**config.mk**
```make
export PLATFORM = sky130hd
export DESIGN_NAME = led_breathe
export DESIGN_NICKNAME = d
export VERILOG_FILES = /design/src/rtl/led_breathe.sv
export SDC_FILE = /design/constraint.sdc
export NUM_CORES = 1
export LEC_CHECK = 0
export BUFFER_PORTS_ARGS = -buffer_cell sky130_fd_sc_hd__buf_2
export CAP_MARGIN = 40
export CORE_MARGIN = 2
export CORE_UTILIZATION = 35
export CTS_BUF_LIST = sky130_fd_sc_hd__clkbuf_2
export DETAILED_ROUTE_END_ITERATION = 12
export PLACE_DENSITY = 0.55
export SYNTH_ARGS = -nofsm -noshare
export SYNTH_HDL_FRONTEND = slang
export SYNTH_SLANG_ARGS = --single-unit
```
**constraint.sdc**
```tcl
create_clock -name CLKOS -period 2.27 [get_ports CLKOS]
set_input_delay 0.3405 -clock CLKOS [delete_from_list [all_inputs] [get_ports CLKOS]]
set_output_delay 0.3405 -clock CLKOS [all_outputs]
set_load 0.01 [all_outputs]
```
**src/rtl/led_breathe.sv**
```systemverilog
// ---------------------------------------------------------------------------
// led_breathe -- two-channel PWM "breathing" LED driver.
//
// A free-running PWM counter compares against a duty value that ramps
// linearly 0 -> MAX, holds, ramps MAX -> 0, holds, and repeats for as long as
// enable is high. LED1 is driven at the duty, LED2 at the complementary duty
// (MAX - duty), so the two LEDs cross-fade. One breath ends when the FSM
// first enters HOLD_LO, which is marked by a single-cycle cycle_done pulse.
//
// Parameters
//   CLK_HZ      : CLKOS frequency in Hz (informational, sanity-checked only)
//   PWM_BITS    : PWM counter / duty width, MAX = 2^PWM_BITS - 1
//   STEP_CYCLES : CLKOS cycles per duty step (>= 1)
//   HOLD_STEPS  : step ticks spent in each hold state (>= 1)
//
// Ports
//   CLKOS      in   system clock, rising edge
//   Reset_n    in   asynchronous active-low reset
//   enable     in   1 = run the breathing sequence, 0 = LEDs off
//   LED1       out  registered PWM output at eff
//   LED2       out  registered PWM output at MAX - eff
//   duty       out  current linear duty value
//   state      out  OFF=0, RAMP_UP=1, HOLD_HI=2, RAMP_DOWN=3, HOLD_LO=4
//   cycle_done out  one-cycle pulse when a breath completes
//
// Build option
//   LED_GAMMA_EN : when defined, the PWM compare uses a squared (gamma-like)
//                  brightness eff = (duty*duty) >> PWM_BITS instead of duty.
//                  The LED latency is the same in both builds.
// ---------------------------------------------------------------------------
module led_breathe #(
  parameter int CLK_HZ      = 78_000_000,
  parameter int PWM_BITS    = 8,
  parameter int STEP_CYCLES = 38_000,
  parameter int HOLD_STEPS  = 64
) (
  input  logic                CLKOS,
  input  logic                Reset_n,
  input  logic                enable,
  output logic                LED1,
  output logic                LED2,
  output logic [PWM_BITS-1:0] duty,
  output logic [2:0]          state,
  output logic                cycle_done
);

  // -------------------------------------------------------------------------
  // Elaboration-time parameter sanity checks
  // -------------------------------------------------------------------------
  if (CLK_HZ <= 0) begin : g_bad_clk_hz
    $error("led_breathe: CLK_HZ must be positive");
  end
  if (PWM_BITS < 1) begin : g_bad_pwm_bits
    $error("led_breathe: PWM_BITS must be at least 1");
  end
  if (STEP_CYCLES < 1) begin : g_bad_step_cycles
    $error("led_breathe: STEP_CYCLES must be at least 1");
  end
  if (HOLD_STEPS < 1) begin : g_bad_hold_steps
    $error("led_breathe: HOLD_STEPS must be at least 1");
  end

  // -------------------------------------------------------------------------
  // Derived constants
  // -------------------------------------------------------------------------
  // Counter widths are kept at least one bit wide so STEP_CYCLES=1 and
  // HOLD_STEPS=1 still produce legal vectors (the counter then sits at 0).
  localparam int PRE_W  = (STEP_CYCLES > 1) ? $clog2(STEP_CYCLES) : 1;
  localparam int HOLD_W = (HOLD_STEPS  > 1) ? $clog2(HOLD_STEPS)  : 1;

  localparam logic [PRE_W-1:0]    PRE_LAST  = PRE_W'(STEP_CYCLES - 1);
  localparam logic [HOLD_W-1:0]   HOLD_LAST = HOLD_W'(HOLD_STEPS - 1);
  localparam logic [PWM_BITS-1:0] MAX_DUTY  = {PWM_BITS{1'b1}};
  localparam logic [PWM_BITS-1:0] ONE_DUTY  = PWM_BITS'(1);

  // FSM encoding is fixed because it is visible on the state port.
  localparam logic [2:0] ST_OFF       = 3'd0;
  localparam logic [2:0] ST_RAMP_UP   = 3'd1;
  localparam logic [2:0] ST_HOLD_HI   = 3'd2;
  localparam logic [2:0] ST_RAMP_DOWN = 3'd3;
  localparam logic [2:0] ST_HOLD_LO   = 3'd4;

  // -------------------------------------------------------------------------
  // Internal signals
  // -------------------------------------------------------------------------
  logic [PWM_BITS-1:0] pwm_cnt_r;
  logic [PRE_W-1:0]    presc_r;
  logic [HOLD_W-1:0]   hold_cnt_r;

  logic                tick_s;
  logic [PWM_BITS-1:0] eff_s;
  logic [PWM_BITS-1:0] eff_inv_s;

  logic [2:0]          state_nxt_s;
  logic [PWM_BITS-1:0] duty_nxt_s;
  logic [HOLD_W-1:0]   hold_nxt_s;
  logic                done_nxt_s;

`ifdef LED_GAMMA_EN
  // Squared brightness: the full 2*PWM_BITS product is formed before the
  // shift so no high-order bits are lost, then the upper half is kept.
  function automatic logic [PWM_BITS-1:0] gamma_eff(input logic [PWM_BITS-1:0] d);
    logic [2*PWM_BITS-1:0] sq;
    sq = {{PWM_BITS{1'b0}}, d} * {{PWM_BITS{1'b0}}, d};
    return sq[2*PWM_BITS-1:PWM_BITS];
  endfunction
`endif

  // -------------------------------------------------------------------------
  // Datapath
  // -------------------------------------------------------------------------

  // Effective brightness used by the PWM comparators.
  always_comb begin
`ifdef LED_GAMMA_EN
    eff_s = gamma_eff(duty);
`else
    eff_s = duty;
`endif
    eff_inv_s = MAX_DUTY - eff_s;
  end

  // Step tick: one cycle in every STEP_CYCLES while enabled.
  always_comb begin
    tick_s = enable && (presc_r == PRE_LAST);
  end

  // Free-running PWM counter; wraps naturally at MAX.
  always_ff @(posedge CLKOS or negedge Reset_n) begin
    if (!Reset_n) begin
      pwm_cnt_r <= '0;
    end else begin
      pwm_cnt_r <= pwm_cnt_r + ONE_DUTY;
    end
  end

  // Step prescaler; held at 0 while disabled so a new run starts a full step.
  always_ff @(posedge CLKOS or negedge Reset_n) begin
    if (!Reset_n) begin
      presc_r <= '0;
    end else if (!enable) begin
      presc_r <= '0;
    end else if (tick_s) begin
      presc_r <= '0;
    end else begin
      presc_r <= presc_r + PRE_W'(1);
    end
  end

  // -------------------------------------------------------------------------
  // Breathing FSM
  // -------------------------------------------------------------------------

  // Next-state / next-duty logic. A low enable overrides everything,
  // including a tick arriving in the same cycle.
  always_comb begin
    state_nxt_s = state;
    duty_nxt_s  = duty;
    hold_nxt_s  = hold_cnt_r;
    done_nxt_s  = 1'b0;

    if (!enable) begin
      state_nxt_s = ST_OFF;
      duty_nxt_s  = '0;
      hold_nxt_s  = '0;
    end else begin
      case (state)
        ST_OFF: begin
          state_nxt_s = ST_RAMP_UP;
          duty_nxt_s  = '0;
          hold_nxt_s  = '0;
        end

        ST_RAMP_UP: begin
          if (tick_s) begin
            // '>=' rather than '==' so a corrupted duty can never wrap past MAX.
            if (duty >= (MAX_DUTY - ONE_DUTY)) begin
              duty_nxt_s  = MAX_DUTY;
              state_nxt_s = ST_HOLD_HI;
              hold_nxt_s  = '0;
            end else begin
              duty_nxt_s = duty + ONE_DUTY;
            end
          end else begin
            duty_nxt_s = duty;
          end
        end

        ST_HOLD_HI: begin
          if (tick_s) begin
            if (hold_cnt_r >= HOLD_LAST) begin
              state_nxt_s = ST_RAMP_DOWN;
              hold_nxt_s  = '0;
            end else begin
              hold_nxt_s = hold_cnt_r + HOLD_W'(1);
            end
          end else begin
            hold_nxt_s = hold_cnt_r;
          end
        end

        ST_RAMP_DOWN: begin
          if (tick_s) begin
            // '<=' guards against wrapping below zero.
            if (duty <= ONE_DUTY) begin
              duty_nxt_s  = '0;
              state_nxt_s = ST_HOLD_LO;
              hold_nxt_s  = '0;
              done_nxt_s  = 1'b1;
            end else begin
              duty_nxt_s = duty - ONE_DUTY;
            end
          end else begin
            duty_nxt_s = duty;
          end
        end

        ST_HOLD_LO: begin
          if (tick_s) begin
            if (hold_cnt_r >= HOLD_LAST) begin
              state_nxt_s = ST_RAMP_UP;
              hold_nxt_s  = '0;
            end else begin
              hold_nxt_s = hold_cnt_r + HOLD_W'(1);
            end
          end else begin
            hold_nxt_s = hold_cnt_r;
          end
        end

        default: begin
          // Unreachable encodings recover to OFF.
          state_nxt_s = ST_OFF;
          duty_nxt_s  = '0;
          hold_nxt_s  = '0;
        end
      endcase
    end
  end

  // FSM state, duty, hold counter and breath-complete pulse registers.
  always_ff @(posedge CLKOS or negedge Reset_n) begin
    if (!Reset_n) begin
      state      <= ST_OFF;
      duty       <= '0;
      hold_cnt_r <= '0;
      cycle_done <= 1'b0;
    end else begin
      state      <= state_nxt_s;
      duty       <= duty_nxt_s;
      hold_cnt_r <= hold_nxt_s;
      cycle_done <= done_nxt_s;
    end
  end

  // -------------------------------------------------------------------------
  // LED outputs
  // -------------------------------------------------------------------------

  // Registered PWM comparators; forced dark on the edge after enable drops.
  always_ff @(posedge CLKOS or negedge Reset_n) begin
    if (!Reset_n) begin
      LED1 <= 1'b0;
      LED2 <= 1'b0;
    end else if (!enable) begin
      LED1 <= 1'b0;
      LED2 <= 1'b0;
    end else begin
      LED1 <= (pwm_cnt_r < eff_s);
      LED2 <= (pwm_cnt_r < eff_inv_s);
    end
  end

endmodule

```
After elaboration in Yosys (flattened, before gate mapping)
Cells that the tools add are included.
W data, S select, Z words.
- add/sub/neg operators: 6
- multipliers: 0
- divide/modulo/power cells: 0
- magnitude comparators: 5
- equal/unequal tests: 15
- shifts and indexed selects: 0
- mux-type cells: 32
- bitwise logic cells: 0
- reduce and logical (&&, ||, !) cells: 6
- operators with widths (cell ; number):
    $mux W6 ; 7
    $mux W8 ; 5
    $mux W16 ; 2
    $mux W3 ; 9
    $ne A3 B3 Y1 const B ; 8
    $pmux W8 S3 ; 1
    $pmux W6 S3 ; 1
    $add A16 B1 Y16 const B ; 1
    $add A8 B1 Y8 const B ; 2
    $eq A16 B16 Y1 const B ; 1
    $lt A8 B8 Y1 ; 2
    $pmux W3 S5 ; 1
    $ge A8 B8 Y1 const B ; 1
    $le A8 B1 Y1 const B ; 1
    $reduce_and A8 Y1 ; 1
    $sub A8 B1 Y8 const B ; 1
    $sub A8 B8 Y8 const A ; 1
    $add A6 B1 Y6 const B ; 1
    $eq A3 B2 Y1 const B ; 2
    $ge A6 B6 Y1 const B ; 1
    $mux W1 ; 6
    $reduce_and A5 Y1 ; 1
    $eq A3 B1 Y1 const B ; 1
    $eq A3 B3 Y1 const B ; 1
    other kinds (6) ; 6
- register bits after elaboration: 44
- latch bits: 0
- RAM bits: 0
- ROM bits: 0
- input bits: 3
- output and inout bits: 14
- logic and storage cells: 72
- memories kept: 0

Depth between registers and ports, before layout
Gate-level depths: netlist of run 1.
- word-level depth: 5
- gate-level depth with buffers: 7
- mapped depth without buffers: 7

Worst setup path before layout of run 1
Ideal clock, no wire load.
- path type: reg2reg
- from: register duty[0]
- to: register hold_cnt_r[0]
- library setup time: 0.125 ns
- arrival time: 2.102 ns
- data required time: 2.145 ns
- setup slack: 0.044 ns
- cell stages (with the launch flop): 8
- buffers on the path: 0
- period minus slack after synthesis: 2.226 ns
- cell sequence: dfrtp_1 inv_1 ha_1 o21ba_2 a31o_2 and4b_4 o22ai_4 mux2_2
- longest elaborated chain between the ends: 3
- elaborated cells between the ends (all ways): 5
- those cells by class: 2 x order compare; 2 x eq/ne; 1 x reduce/logical
- RTL lines (item ; RTL line ; RTL):
    from (decl) ; 42 ; output logic [PWM_BITS-1:0] duty,
    from (signal assigned) ; 250 ; duty <= duty_nxt_s;
    $le A8 B1 Y1 or $ge A8 B8 Y1 (tied branches) ; 205, 177 ;
    $ne A3 B3 Y1 (no source line) ; n/a ;
    $reduce_and A5 Y1 (no source line) * ; n/a ;
    to (signal assigned) ; 251 ; hold_cnt_r <= hold_nxt_s;
    to (decl) ; 88 ; logic [HOLD_W-1:0] hold_cnt_r;
Every way passes the cells marked *; elsewhere a longest branch is shown, timed or not.
A chain may end at the register's enable or synchronous reset.

Worst setup path after layout of run 1
Same ends and word-level chain as after synthesis.

==> results.md, run 1 <==
* Status: completed
* YS warnings at 0
* Num ports at 17
* Initial Util at 36.3%
* Fin. Hold Viols at 0
* Row count at 32
* Slew headroom at a little under three fifths
* Seq/Total Area, Yosys at 39.0%
* Inserted Diodes at 0
* Fin worst setup slack at between 100 and 150 ps
* Setup Crit Path Kind: register to register
* Element type at the critical path start: register
* Critical path cell sequence: inv_1 > ha_1 > o21ba_2 > a31o_2 > and4b_4 > o22ai_4 > mux2_2
* Die area at about 8800 sq um
* Hold WS at about 340 ps
* WL final at 6880 microns
* Hold Path Class: primary input to asynchronous set/reset pin
* Antenna violations before repair at 0
* Cell Area, Synth at 2820 sq um
* Endpoint type of the worst setup path: register
* Number of synthesized flops with an enable pin at 0
* Die width at 93.8 microns
* Syn avg cell area at ~9.4 sq um
* Final layout net count at 361
* DR iter-0 viols at about 150
* CTS buffer count at 5
* Residual DRC at 0
* Input/output buffers at 16
* Area after DPL at 3140 sq um
* Worst slew pin tran at approximately 640 ps
* Cells after DPL at about 430
* Worst EP required at 2630 ps
* Final RePlAce weighted congestion at roughly 0.94
* Number of setup violations in the final report at 0
* DP Worst Slack at roughly 64 ps
* Clock Tree Buf Depth at 2
* Grt total ovfl at 0
* First-pass GRT wire length at approximately 12000 microns
* Total power at around 2.0 mW
* Worst VDD drop at approximately 270 uV
* DR WL/cell at approximately 16 microns
* Commonest cells in the netlist: 44 x dfrtp_1, 26 x nor2_1, 20 x ha_1
* CP max FO at 6
* Max cap viols at 0
* Layout Skew at around 32 ps
* Largest net degree at the start of global routing at 27
* Achievable frequency at 468 MHz
* Ranking of synthesized cells by area: dfrtp_1 39%, ha_1 8.9%, nor2_1 3.5%
* Via Count at approximately 2400
* CTS Root Buffer Type: clkbuf_2
* Multi-input gate area at 1610 sq um
* Area leader, netlist: dfrtp_1
* PD cells at about 620 nW/um^2
* Period utilization at a little over nine tenths
* DPL Wire Length at 5020 microns
* Final Cell Area at ~3200 sq um
* Vias/cell at 5.37
* Syn nets at between 300 and 400
* Crit path arrival time at 2500 ps
* Leak Pwr at roughly 1.5 nW
* CTS sink count at 44
* Ys async rst share at 100%
* H-tree Lvls at 2
* Worst-skew pair later-pin latency at between 400 and 500 ps
* Layout Utilization at a little over two fifths
* Vias in the first global route at about 2300
* Prevailing post-synth register cell: dfrtp_1
* DRT Pass-1 Iters at 4
* Final std cells w/o fill at 440
* Register Area at around 1100 sq um
* Total negative slack at 0 ps
* # fillers at around 780
* Slew Viols, Final at 0
* Antenna-violating nets left at 0
* Most frequent cell after synthesis: dfrtp_1
* Area share of the largest cell type after synthesis at approximately two fifths
* Worst path max stage delay at between 400 and 500 ps
* RSZ-0062 raised after global routing: false
* Yosys cell types at roughly 60
* Die height at about 94 microns
* Reg clk slew, reported paths at ~260 ps
* Overall Global Routing Usage at 16.7%
* Layout cells sized above 1 at roughly 17%
* Syn Inst Count at 301
* #FFs+latches synth at 44
* Slowest-stage cell, CP: dfrtp_2
* Final critical-path required period at between 2000 and 2500 ps
* Area Overhead vs Synth at 14.7%
* CTS tree: yes
* Core area at a little under 8000 sq um
[worst max-delay path: cells and delay by family (launching register included)]
| family | cells | cell delay (ps) |
|---|---|---|
| muxes | 1 | 370 |
| DFF | 1 | 460 |
| adders and majority gates | 1 | 220 |
| AOI/OAI and AO/OA | 3 | 740 |
| and+or+nand+nor | 1 | 210 |
| buffers and inverters | 1 | 100 |
[cell usage in the layout (no fill, tap or decap), drive strengths merged, types with 4 or more instances in the layout]
cell type,n
a31oi,8
o22ai,6
nand3,18
nor3,6
dfrtp,44
nor2b,4
inv,18
nand4,7
and3,9
o21ai,18
ha,20
buf,36
clkbuf,5
nand2,19
a21o,4
xor2,10
nor2,26
a21oi,12
or2,5
xnor2,11
[area by class of cell]
class / count / area share, %
flip-flops and latches: 44 / 34.1
well taps: 102 / 3.94
clock buffers: 5 / 0.773
repair buffers: 37 / 7.42
multi-input cells: 232 / 49.8
inverters: 18 / 2.09
clock inverters: 2 / 1.86
[cell families after synthesis]
family	share of synthesized area (%)
compound gates	17.2
flops	39.0
mux	1.86
simple gates	22.7
buf+inv	3.81
fa+ha+maj	8.87
xor+xnor	6.52
[where the power goes]
group | total [mW] | switching [mW] | leakage, nW | internal, mW
Sequential | 0.869 | 0.0548 | 0.590 | 0.814
Clock | 0.564 | 0.273 | 0.0490 | 0.290
Combinational | 0.572 | 0.336 | 0.824 | 0.236
[sequential cells by signal, indices dropped and copies added (netlist names)]
name	flops
LED1	1
cycle_done	1
LED2	1
duty	8
hold_cnt_r	6
pwm_cnt_r	8
state	3
presc_r	16
[final timing paths]
kind | depth (start not counted) | slack [ps] | endpoint | start
min | 2 | 340 | hold_cnt_r[4]$_DFFE_PN0P_ | Reset_n
max reg2reg | 7 | 130 | hold_cnt_r[0]$_DFFE_PN0P_ | duty[0]$_DFFE_PN0P_
min reg2reg | 1 | 510 | presc_r[0]$_DFF_PN0_ | presc_r[0]$_DFF_PN0_
max in group asynchronous | 3 | 1160 | duty[0]$_DFFE_PN0P_ | Reset_n
min in group CLKOS | 4 | 380 | state[0]$_DFFE_PN0P_ | enable
max | 7 | 130 | hold_cnt_r[0]$_DFFE_PN0P_ | duty[0]$_DFFE_PN0P_
[layer usage]
metal / vias to the layer above / wire length [microns] / share of wire, % / track usage (%)
li1: 1169 / - / - / -
met1: 1114 / 3340 / 49 / 24.1
met2: 71 / 3100 / 45 / 25.3
met3: 7 / 346 / 5.0 / 2.89
met4: 0 / 97 / 1.4 / 5.31
met5: - / 0 / 0 / 0
[what timing repair did]
| item | 4_1_cts | 5_1_grt |
|---|---|---|
| setup endpoints to repair | 0 | 1 |
| hold endpoints to repair | 18 | 0 |
| hold buffers | 1 | 0 |
| resized for setup | 0 | 1 |
| setup buffers | 0 | 0 |
(Power assumes the default switching activity.)
==> inputs of run 2 (changes only) <==
- CTS_BUF_LIST: sky130_fd_sc_hd__clkbuf_2 -> sky130_fd_sc_hd__clkbuf_8 sky130_fd_sc_hd__clkbuf_16
==> run 2 against run 1 <==
  * Via count is 0.21% lower
  * Die area stayed put
  * Register-to-register slack worse by 20 ps
  * Critical endpoint unchanged
  * Sequential cell count stayed put
  * Total power is 7.6% higher
  * Largest cell class unchanged
  * Routed wire length is 0.32% higher
  * Utilization is 0.56 points higher
  * Worst setup slack worse by 18 ps
  * Critical path type unchanged
==> results.md, run 2 (synthesis gave the netlist of run 1 again) <==
* Biggest register: presc_r
* Crit path arrival time at 2350 ps (-150 ps)
* Worst VDD drop at 250 uV (-7.0%)
* DR iter-0 viols at 165 (+8.6%)
* Inserted Diodes at 0 (unchanged)
* Largest net degree at the start of global routing at 27 (unchanged)
* Via Count at 2356 (-0.21%)
* Vias in the first global route at 2270 (-0.044%)
* RSZ-0062 raised after global routing: false
* Die width at 93.8 microns (unchanged)
* CTS sink count at 44 (unchanged)
* Worst r2r dst: hold_cnt_r[0]$_DFFE_PN0P_
* CTS buffer count at 5 (unchanged)
* Die height at 93.8 microns (unchanged)
* Number of setup violations in the final report at 0 (unchanged)
* Overall Global Routing Usage at 16.7% (unchanged)
* Antenna violations before repair at 0 (unchanged)
* Antenna-violating nets left at 0 (unchanged)
* Max cap viols at 0 (unchanged)
* Hold Path Class: register to register
* Number of setup buffers added after CTS at 0 (unchanged)
* Row count at 32 (unchanged)
* Commonest non-fill, non-tap cell in the layout: dfrtp_1
* Final critical-path required period at 2160 ps (+17.9 ps)
* CTS Root Buffer Type: clkbuf_8
* Period utilization at 95.0% (+0.79 points)
* Status: completed
* Most frequent cells in the layout: 43 x dfrtp_1, 26 x nor2_1, 20 x ha_1, 20 x buf_4, 19 x nand2_1
* Die area at 8800 sq um (unchanged)
* Area Overhead vs Synth at 16.2%
* Cells on worst reg2reg path at 7 (unchanged)
* Grt total ovfl at 0 (unchanged)
* First-pass GRT wire length at 11600 microns (about the same)
* Initial Util at 36.3% (unchanged)
* Num ports at 17 (unchanged)
* DPL Wire Length at 5020 microns (unchanged)
* WHS Endpoint: presc_r[0]$_DFF_PN0_
* Residual DRC at 0 (unchanged)
* Setup Crit Path Kind: register to register
* Hold depth at 1
* Vias/cell at 5.35 (-0.21%)
* Worst slew pin tran at 646 ps (+10.3 ps)
* CTS tree: yes
* Hold path startpoint: presc_r[0]$_DFF_PN0_
* Endpoint type of the worst setup path: register
* Reg2reg start: duty[0]$_DFFE_PN0P_
* Slew headroom at 56.5% (-0.69 points)
* Input/output buffers at 16 (unchanged)
* Register-to-register setup slack at 110 ps (-20 ps)
* Clock Tree Buf Depth at 2 (unchanged)
* Final RePlAce weighted congestion at 0.942 (unchanged)
* Layout Skew at 9.89 ps (-21.9 ps)
* Worst EP required at 2470 ps (-160 ps)
* Fin. Hold Viols at 0 (unchanged)
* DR WL/cell at 15.7 microns (+0.32%)
* CP max FO at 6 (unchanged)
* Largest registers: presc_r: 16 flops, duty: 8 flops, pwm_cnt_r: 8 flops
* Reg clk slew, reported paths at 90 ps (-170 ps)
* Worst-skew pair later-pin latency at 300 ps (-130 ps)
* Layout cells sized above 1 at 17.5% (unchanged)
* H-tree Lvls at 2 (unchanged)
* Slew Viols, Final at 0 (unchanged)
* Leak Pwr at 1.48 nW (+1.0%)
* Hold WS at 493 ps (+156 ps)
* PD cells at 658 nW/um^2 (+6.2%)
* Element type at the critical path start: register
* Final layout net count at 361 (unchanged)
* Largest register FFs at 16 (unchanged)
* Achievable frequency at 464 MHz (-0.83%)
* Core area at 7770 sq um (unchanged)
* Total negative slack at 0 ps (unchanged)
* WL final at 6900 microns (+0.32%)
* DRT Pass-1 Iters at 4 (unchanged)
-- run 2: how the worst max path moves through the flow --
stage,start,to,slack [ps],depth (start not counted)
CTS,duty[0]$_DFFE_PN0P_,hold_cnt_r[0]$_DFFE_PN0P_,60,7
global placement,duty[0]$_DFFE_PN0P_,hold_cnt_r[0]$_DFFE_PN0P_,150,7
floorplan,duty[0]$_DFFE_PN0P_,hold_cnt_r[0]$_DFFE_PN0P_,40,7
detailed placement,duty[0]$_DFFE_PN0P_,hold_cnt_r[0]$_DFFE_PN0P_,60,7
finish,duty[0]$_DFFE_PN0P_,hold_cnt_r[0]$_DFFE_PN0P_,110,7
global route,duty[0]$_DFFE_PN0P_,hold_cnt_r[0]$_DFFE_PN0P_,10,7
-- run 2: stage by stage --
step / power [mW] / area (sq um) / worst slack [ps] / utilization, % / cells
floorplan: 1.24 / 2820 / 43.8 / - / 301
global placement: 1.45 / 3140 / 152 / 40.4 / 432
detailed placement: 1.44 / 3140 / 63.9 / 40.4 / 432
CTS: 2.18 / 3280 / 61.5 / 42.2 / 440
global route: 2.28 / 3280 / 13.5 / 42.2 / 440
finish: 2.16 / 3280 / 114 / 42.2 / 440
-- run 2: cell type report --
type | instances | area [sq um]
clock buffers | 5 | 68.8
clock inverters | 2 | 60.1
fillers | 780 | 4490
inverters | 18 | 67.6
multi-input cells | 232 | 1610
flip-flops and latches | 44 | 1100
well taps | 102 | 128
repair buffers | 37 | 240
-- run 2: routing by layer --
layer / GRT usage [%] / vias to the layer above / part of all wire [%]
met3: 3.13 / 8 / 4.8
met1: 24.0 / 1113 / 49
met4: 5.31 / 0 / 1.4
met5: 0 / - / 0
met2: 25.2 / 68 / 45
li1: - / 1167 / -
-- run 2: repair_timing --
action                     in CTS  in global routing
setup endpoints to repair       0                  2
hold endpoints to repair       14                  0
hold buffers                    1                  0
gates resized for setup         0                  1
-- run 2: power by group --
group | internal, mW | switching (mW) | total, mW
Clock | 0.434 | 0.286 | 0.720
Combinational | 0.236 | 0.335 | 0.571
Sequential | 0.812 | 0.0543 | 0.867
Total | 1.48 | 0.675 | 2.16
-- run 2: worst max-delay path, stage by stage (launching register included) --
cell     delay (ps)
dfrtp_2         420
inv_1           100
ha_1            220
o21ba_2         230
a31o_2          270
and4b_4         210
o22ai_4         240
mux2_2          370
==> inputs of run 3 (changes only) <==
--- a/config.mk
+++ b/config.mk
@@ -14,2 +14,4 @@
 export PLACE_DENSITY = 0.55
+export RECOVER_POWER = 25
+export SETUP_SLACK_MARGIN = 0.2
 export SYNTH_ARGS = -nofsm -noshare
--- a/constraint.sdc
+++ b/constraint.sdc
@@ -3,2 +3,2 @@
 set_output_delay 0.3405 -clock CLKOS [all_outputs]
-set_load 0.01 [all_outputs]
+set_load 0.005 [all_outputs]
==> run 3 against run 2 <==
  * Routed wire length shrank 1.9%
  * Sequential power shrank 0.8%
  * Worst setup slack gained 150 ps
  * Clock skew grew 2.6 ps
  * Non-clock buffer count shrank 2
  * Die area is the same
  * Sequential share of layout area shrank 0.19 points
  * Via count grew 1.3%
  * Critical path depth is the same
  * Worst hold slack lost 180 ps
  * Utilization grew 0.29 points
==> results.md, run 3 (synthesis gave the netlist of run 1 again) <==
* CTS buffer count at 5 (unchanged)
* Hold WS at 312 ps (-181 ps)
* Via Count at 2387 (+1.3%)
* PD cells at 646 nW/um^2 (-1.8%)
* Slew Viols, Final at 0 (unchanged)
* Achievable frequency at 499 MHz (+7.5%)
* Worst EP required at 2470 ps (about the same)
* CTS hold repair buffers at 0 (-1)
* Num ports at 17 (unchanged)
* Net Sw Frac at 33.2% (+1.9 points)
* Largest registers: presc_r: 16 flops, duty: 8 flops, pwm_cnt_r: 8 flops
* Sequential share of power at 40.3% (about the same)
* DPL Wire Length at 4910 microns (-2.2%)
* Largest register FFs at 16 (unchanged)
* Row count at 32 (unchanged)
* RSZ-0062 raised after global routing: true
* DR WL/cell at 15.4 microns (-1.7%)
* Vias in the first global route at 2272 (+0.088%)
* Status: completed
* Leak Pwr at 1.47 nW (-0.56%)
* DR iter-0 viols at 83 (-50%)
* # fillers at 794 (+1.8%)
* Overall Global Routing Usage at 16.6% (-0.065 points)
* Fin. Hold Viols at 0 (unchanged)
* Comb power frac at 30.1% (+3.6 points)
* Max cap viols at 0 (unchanged)
* Clk pwr share at 29.6% (-3.8 points)
* Critical Path Start: duty[0]$_DFFE_PN0P_
* Hold Path Class: primary input to asynchronous set/reset pin
* CTS tree: yes
* Psw at 0.709 mW (+5.0%)
* H-tree Lvls at 2 (unchanged)
* CTS Root Buffer Type: clkbuf_8
* Register Area at 1100 sq um (+0.11%)
* Worst slew pin tran at 1110 ps (+460 ps)
* Final layout net count at 359 (-0.55%)
* Slowest-stage cell, CP: dfrtp_2
* WL final at 6770 microns (-1.9%)
* CTS sink count at 44 (unchanged)
* Largest net degree at the start of global routing at 45 (+67%)
* Commonest non-fill, non-tap cell in the layout: dfrtp_1
* Die width at 93.8 microns (unchanged)
* Input/output buffers at 16 (unchanged)
* Die height at 93.8 microns (unchanged)
* Total power at 2.13 mW (-1.1%)
* First-pass GRT wire length at 11500 microns (-0.59%)
* Number of setup violations in the final report at 0 (unchanged)
* Element type at the critical path start: register
* Critical path cell sequence: inv_2 > ha_4 > o21ba_4 > a31o_4 > and4b_4 > o22ai_4 > mux2_4
* Die area at 8800 sq um (unchanged)
* Core area at 7770 sq um (unchanged)
* Pint at 1.42 mW (-3.9%)
* Biggest register: presc_r
* Setup Crit Path Kind: register to register
* Antenna violations before repair at 0 (unchanged)
* Crit path arrival time at 2210 ps (-140 ps)
* Worst path max stage delay at 400 ps (-20 ps)
* Total negative slack at 0 ps (unchanged)
* Residual DRC at 0 (unchanged)
* Inserted Diodes at 0 (unchanged)
* CP max FO at 5 (-1)
* Antenna-violating nets left at 0 (unchanged)
* Layout Skew at 12.5 ps (+2.63 ps)
* Grt total ovfl at 0 (unchanged)
* Reg2reg start: duty[0]$_DFFE_PN0P_
* Worst VDD drop at 241 uV (-3.7%)
* Slew headroom at 26.2% (-30 points)
* Most frequent cells in the layout: 42 x dfrtp_1, 26 x nor2_1, 19 x nand2_1
* Multi-input gate area at 1660 sq um (+3.1%)
* Final RePlAce weighted congestion at 0.915 (-2.8%)
* Vias/cell at 5.44 (+1.5%)
* Area Overhead vs Synth at 17.0%
* DRT Pass-1 Iters at 4 (unchanged)
* Worst-skew pair later-pin latency at 310 ps (about the same)
* Clock Tree Buf Depth at 2 (unchanged)
* Final critical-path required period at 2000 ps (-151 ps)
* Layout cells sized above 1 at 20.5% (+3.0 points)
* Period utilization at 88.3% (-6.7 points)
* Reg clk slew, reported paths at 90 ps (about the same)
* Endpoint type of the worst setup path: register
* Initial Util at 36.3% (unchanged)
run 3: cell types whose count changed in the layout (fill, tap and decap cells not counted), sizes merged:
cell and delta:
clkbuf +1, buf -2, dlygate4sd3 -1, clkinv +2, bufinv -1
run 3: power groups by stage:
stage | registers (mW) | clock network [mW] | logic [mW]
after floorplan | 0.877 | 0 | 0.359
after global placement | 0.876 | 0 | 0.569
after detailed placement | 0.875 | 0 | 0.570
after CTS | 0.858 | 0.650 | 0.597
after global routing | 0.864 | 0.682 | 0.710
final | 0.860 | 0.632 | 0.642
run 3: what timing repair did:
item,in CTS,in global routing
buffers inserted,2,1
endpoints found under the setup margin,4,15
pin swaps,1,1
resized for setup,0,12
run 3: metrics by stage:
| stage | std cells | worst slack [ps] | area (sq um) | utilization [%] |
|---|---|---|---|---|
| after global placement | 428 | 203 | 3110 | 40.1 |
| after detailed placement | 428 | 138 | 3110 | 40.1 |
| after CTS | 438 | 213 | 3250 | 41.8 |
| after floorplan | 301 | 214 | 2830 | - |
| final | 439 | 265 | 3300 | 42.5 |
| after global routing | 439 | 183 | 3300 | 42.5 |
run 3: area by class of cell:
cell class / count / share of cell area [%]
inverters: 18 / 2.05
clock buffers: 5 / 2.08
clock inverters: 3 / 1.44
well taps: 102 / 3.87
multi-input cells: 232 / 50.4
repair buffers: 35 / 6.78
flip-flops and latches: 44 / 33.4
run 3: critical path, delay by kind of cell (launching register included):
family | cells | cell delay, ps
adders and majority gates | 1 | 180
and+or+nand+nor | 1 | 210
buffers and inverters | 1 | 70
muxes | 1 | 330
DFF | 1 | 400
AOI/OAI and AO/OA | 3 | 710
run 3: path summary, 6_finish.rpt:
path	cells past startpoint	slack [ps]	to
max	7	270	hold_cnt_r[0]$_DFFE_PN0P_
min	2	310	hold_cnt_r[5]$_DFFE_PN0P_
max reg2reg	7	270	hold_cnt_r[0]$_DFFE_PN0P_
min reg2reg	1	520	pwm_cnt_r[0]$_DFF_PN0_
max in group asynchronous	2	1210	duty[1]$_DFFE_PN0P_
min in group CLKOS	4	510	state[0]$_DFFE_PN0P_
run 3: metal layers:
layer  wire length, microns  vias up  global-route usage (%)
met5                      0        -                       0
met4                    160        0                    5.56
met3                    281       15                    3.53
met2                   3080       62                    26.0
met1                   3250     1144                    22.8
li1                       -     1166                       -
